$ cat src/rtl/vt_encoder.sv
// vt_encoder: serial Varshamov-Tenengolts encoder, one codeword position per cycle then a check-bit fix cycle.
// Optional macro VT_SELFCHECK_EN adds a VERIFY re-scan and the syn_err output.
module vt_encoder #(
    parameter int n = 10,
    parameter int a = 0,
    localparam int M = $clog2(n + 1),
    localparam int K = n - M
) (
    input  logic         clk,
    input  logic         rst_n,
    input  logic         start,
    input  logic [K-1:0] msg,
    output logic [n-1:0] codeword,
    output logic         busy,
    output logic         done
`ifdef VT_SELFCHECK_EN
    ,
    output logic         syn_err
`endif
);
    if (n < 3 || n > 255 || a < 0 || a > n) begin : g_bad_param
        $error("vt_encoder: n must be 3..255 and a must be 0..n");
    end

    localparam logic [M-1:0] NL = M'(n);
    localparam logic [M:0]   AL = (M + 1)'(a);
    localparam logic [M+1:0] N1 = (M + 2)'(n + 1);
    localparam logic [M+1:0] A2 = (M + 2)'(a);

`ifdef VT_SELFCHECK_EN
    typedef enum logic [2:0] {IDLE, SCAN, FIX, VERIFY, DONE} state_t;
`else
    typedef enum logic [2:0] {IDLE, SCAN, FIX, DONE} state_t;
`endif

    state_t         state;
    logic [M-1:0]   i;
    logic [M:0]     acc;
    logic [K-1:0]   sh;
    logic           is_chk;
    logic           xb;
    logic           add_bit;
    logic [M+1:0]   sum;
    logic [M+1:0]   acc_w;
    logic [M:0]     acc_add;
    logic [M:0]     acc_nxt;
    logic [M-1:0]   d;

    // Position class, bit to accumulate and the modular add/fix arithmetic
    always_comb begin
        is_chk  = (i & (i - 1'b1)) == '0;
        xb      = is_chk ? 1'b0 : sh[0];
        add_bit = (state == SCAN) ? xb : codeword[i - 1'b1];
        acc_w   = {1'b0, acc};
        sum     = acc_w + (M + 2)'(i);
        acc_add = (M + 1)'((sum >= N1) ? sum - N1 : sum);
        acc_nxt = add_bit ? acc_add : acc;
        d       = M'((A2 >= acc_w) ? A2 - acc_w : A2 + N1 - acc_w);
    end

    // Encoder FSM: accept, scan positions, fix check bits, (verify), signal done
    always_ff @(posedge clk) begin
        if (!rst_n) begin
            state    <= IDLE;
            codeword <= '0;
            busy     <= 1'b0;
            done     <= 1'b0;
            i        <= '0;
            acc      <= '0;
            sh       <= '0;
`ifdef VT_SELFCHECK_EN
            syn_err  <= 1'b0;
`endif
        end else begin
            case (state)
                IDLE, DONE: begin
                    done <= 1'b0;
                    if (start) begin
                        sh       <= msg;
                        codeword <= '0;
                        acc      <= '0;
                        i        <= M'(1);
                        busy     <= 1'b1;
                        state    <= SCAN;
`ifdef VT_SELFCHECK_EN
                        syn_err  <= 1'b0;
`endif
                    end else begin
                        busy  <= 1'b0;
                        state <= IDLE;
                    end
                end
                SCAN: begin
                    codeword[i - 1'b1] <= xb;
                    if (!is_chk) sh <= sh >> 1;
                    acc <= acc_nxt;
                    if (i == NL) state <= FIX;
                    else i <= i + 1'b1;
                end
                FIX: begin
                    for (int j = 0; j < M; j++) codeword[(1 << j) - 1] <= d[j];
`ifdef VT_SELFCHECK_EN
                    i     <= M'(1);
                    acc   <= '0;
                    state <= VERIFY;
                end
                VERIFY: begin
                    acc <= acc_nxt;
                    if (i == NL) begin
                        syn_err <= acc_nxt != AL;
                        done    <= 1'b1;
                        state   <= DONE;
                    end else begin
                        i <= i + 1'b1;
                    end
`else
                    done  <= 1'b1;
                    state <= DONE;
`endif
                end
                default: state <= IDLE;
            endcase
        end
    end
endmodule

$ cat config.mk
export PLATFORM = sky130hd
export DESIGN_NAME = vt_encoder
export DESIGN_NICKNAME = d
export VERILOG_FILES = /design/src/rtl/vt_encoder.sv
export SDC_FILE = /design/constraint.sdc
export NUM_CORES = 1
export LEC_CHECK = 0
export CAP_MARGIN = 40
export CORE_MARGIN = 3
export CORE_UTILIZATION = 61
export DETAILED_ROUTE_END_ITERATION = 6
export GPL_TIMING_DRIVEN = 0
export HOLD_SLACK_MARGIN = 0.05
export PLACE_DENSITY = 0.83
export SYNTH_ARGS = -nofsm -noshare
export SYNTH_HDL_FRONTEND = slang
export SYNTH_SLANG_ARGS = --single-unit
$ cat constraint.sdc
create_clock -name clk -period 5.3 [get_ports clk]
set_input_delay 1.06 -clock clk [delete_from_list [all_inputs] [get_ports clk]]
set_output_delay 1.06 -clock clk [all_outputs]
set_load 0.05 [all_outputs]
==> impl_metrics.tcl <==
set metrics [dict create \
    vias 1869 \
    syn_to_final_growth_pct 15.6 \
    cts.path.max_buffers 2 \
    slew_headroom_pct 42.4 \
    layout.cells.non_filler 314 \
    route.detailed.drc 0 \
    numCtsBuffers 5 \
    post_dp_cell_area_um2 2290 \
    dp_cells 306 \
    fin_crit_ps 2600 \
    ant_nets 0 \
    ys_seq_elements 29 \
    nNetsFinal 297 \
    yosys_warnings 0 \
    fin_crit_sh_pct 49.0 \
    synthArstFlopShare_pct 0 \
    start_kind "register" \
    critPathRequiredTime_ps 5530 \
    path_class "register to register" \
    grt_pass1_wl_um 8020 \
    antenna_found_initial 0 \
    die-area_um2 4090 \
    final_area_um2 2370 \
    port_buffers 18 \
    initial_core_util_pct 65.6 \
    dp_hpwl_um 3530 \
    fin_ws_ps 2700 \
    pre_cts_slack_ps 2680 \
    syn_area_um2 2050 \
    drive_gt1_share_pct 8.15 \
    status "completed" \
    timing.fmax_mhz 385 \
    numClockSinks 29 \
    syn_inst 244 \
    track_usage_pct 24.9 \
    power_leakage_nw 0.983 \
    worstHoldPathType "register to register" \
    crit_arrival_ps 2830 \
    firstDrtPassIters 5 \
    wl_per_cell_um 15.0 \
    avgSynthCellArea_um2 8.40 \
    worstPathMaxFanout 8 \
    rsz0062_at_grt "no" \
    post-route-util_pct 75.8 \
    die-width_um 64.0 \
    gp_congestion 0.871 \
    tightestPinTransition_ps 857 \
    drt-initial-drc-count 166 \
    holdBufCountCts 0 \
    synth_nets 272 \
    final_common_cell "dfxtp_1" \
    htreeDepth 2 \
    post_drt_via_cell_ratio 5.95 \
    grt_pass1_vias 1752 \
    skew_ps 6.41 \
    layout_common_cells "dfxtp_1 (29), nand2_1 (28), ha_1 (18), clkdlybuf4s50_1 (18), a21oi_1 (17)" \
    cts_tree "done" \
    holdWs_ps 473 \
    clk_pin_slew_ps 100 \
    slew_violations 0 \
    synth-edff-count 0 \
    finalSetupViolations 0 \
    ios 21 \
    cts_resized 0 \
    ys.flop_type "dfxtp_1" \
    fp.dieH_um 64.0 \
    setup_tns_ps 0 \
    endpoint_kind "register" \
    grt-ovfl-total 0 \
    max-cap-violations 0 \
    post_cts_buffers 0 \
    grt_max_degree 11 \
    power_density_nw_per_um2 431 \
    finalWirelength_um 4700 \
    diodes 0 \
    hold_viol 0 \
    core_um2 3130 \
    seq_area_frac_synth_pct 28.3 \
    ys_types 56 \
    clock_latency_ps 330 \
    row_count 20 \
    cts-root-buf "clkbuf_4" \
    p_total_mw 1.02 \
    ir_drop_mv 0.362 \
]
==> cells in the mapped netlist, types with 2 or more instances <==
master    number  share of area [%]
clkbuf_1       6                1.1
a32o_1         2               0.98
xor2_1         3                1.3
o211ai_1       4                1.5
xnor2_1        3                1.3
a221oi_2       2                1.5
nand2b_1       2               0.61
nor2b_1        6                1.8
or3_1          2               0.61
a21oi_1       17                4.1
and2_1         2               0.61
ha_1          18                 11
nand3b_1       4                1.5
mux2i_1        7                3.4
o21ai_1       10                2.4
nand2_1       28                5.1
o211a_1        8                3.9
and3_1         2               0.61
o31ai_1        2               0.73
nand4_1        6                1.8
inv_1         12                2.2
inv_2          2               0.37
nor3_1         5                1.2
nor3b_1        2               0.73
nor2_1         8                1.5
o21ai_0        9                2.2
nand3_1        6                1.5
o22ai_1        2               0.61
buf_2          4               0.98
a21boi_1       6                2.2
dfxtp_1       29                 28
==> cell families after synthesis <==
kind of cell             synth area share [%]
flip-flops                               28.3
XOR/XNOR                                 2.56
buffers and inverters                    4.64
AND/OR/NAND/NOR                          21.0
AO/OA/AOI/OAI                            26.8
adder cells (fa/ha/maj)                  12.0
multiplexers                             4.70
==> flip-flops by register name, summed over array words and instances (netlist names) <==
signal	flops
state	2
acc	5
busy	1
done	1
codeword	10
sh	6
i	4
==> where the power goes <==
| group | switching [mW] | total (mW) | internal (mW) |
|---|---|---|---|
| sequential | 0.0398 | 0.304 | 0.264 |
| clock | 0.0790 | 0.192 | 0.113 |
| combinational | 0.335 | 0.527 | 0.192 |
==> layout make-up <==
cell class | instances | area (um2)
clock inverters | 1 | 30.0
flip-flops and latches | 29 | 581
fillers | 234 | 757
well taps | 44 | 55.1
inverters | 14 | 52.6
clock buffers | 7 | 55.1
repair buffers | 18 | 180
plain buffers | 10 | 42.5
multi-input cells | 191 | 1380
==> per-layer routing <==
metal	part of all wire [%]	track usage, %	vias to the layer above
met1	45	33.0	857
met2	47	39.7	60
li1	-	-	947
met5	0	0	-
met4	0.74	6.20	0
met3	7.6	6.85	5
==> critical path, stage by stage (launching register included) <==
cell,delay (ps)
dfxtp_1,410
ha_1,290
fa_1,570
ha_1,220
inv_1,80
and4_1,180
o21ai_1,340
nand4_1,140
a32o_1,260
==> path summary, 6_finish.rpt <==
kind / slack, ps / to / from / depth (start not counted)
worst max-delay path: 2700 / acc[2] / i[0] / 8
worst min-delay path: 470 / busy / busy / 2
worst max register to register: 2700 / acc[2] / i[0] / 8
worst min register to register: 470 / busy / busy / 2
Note: power is estimated with default switching activity, not from simulation.
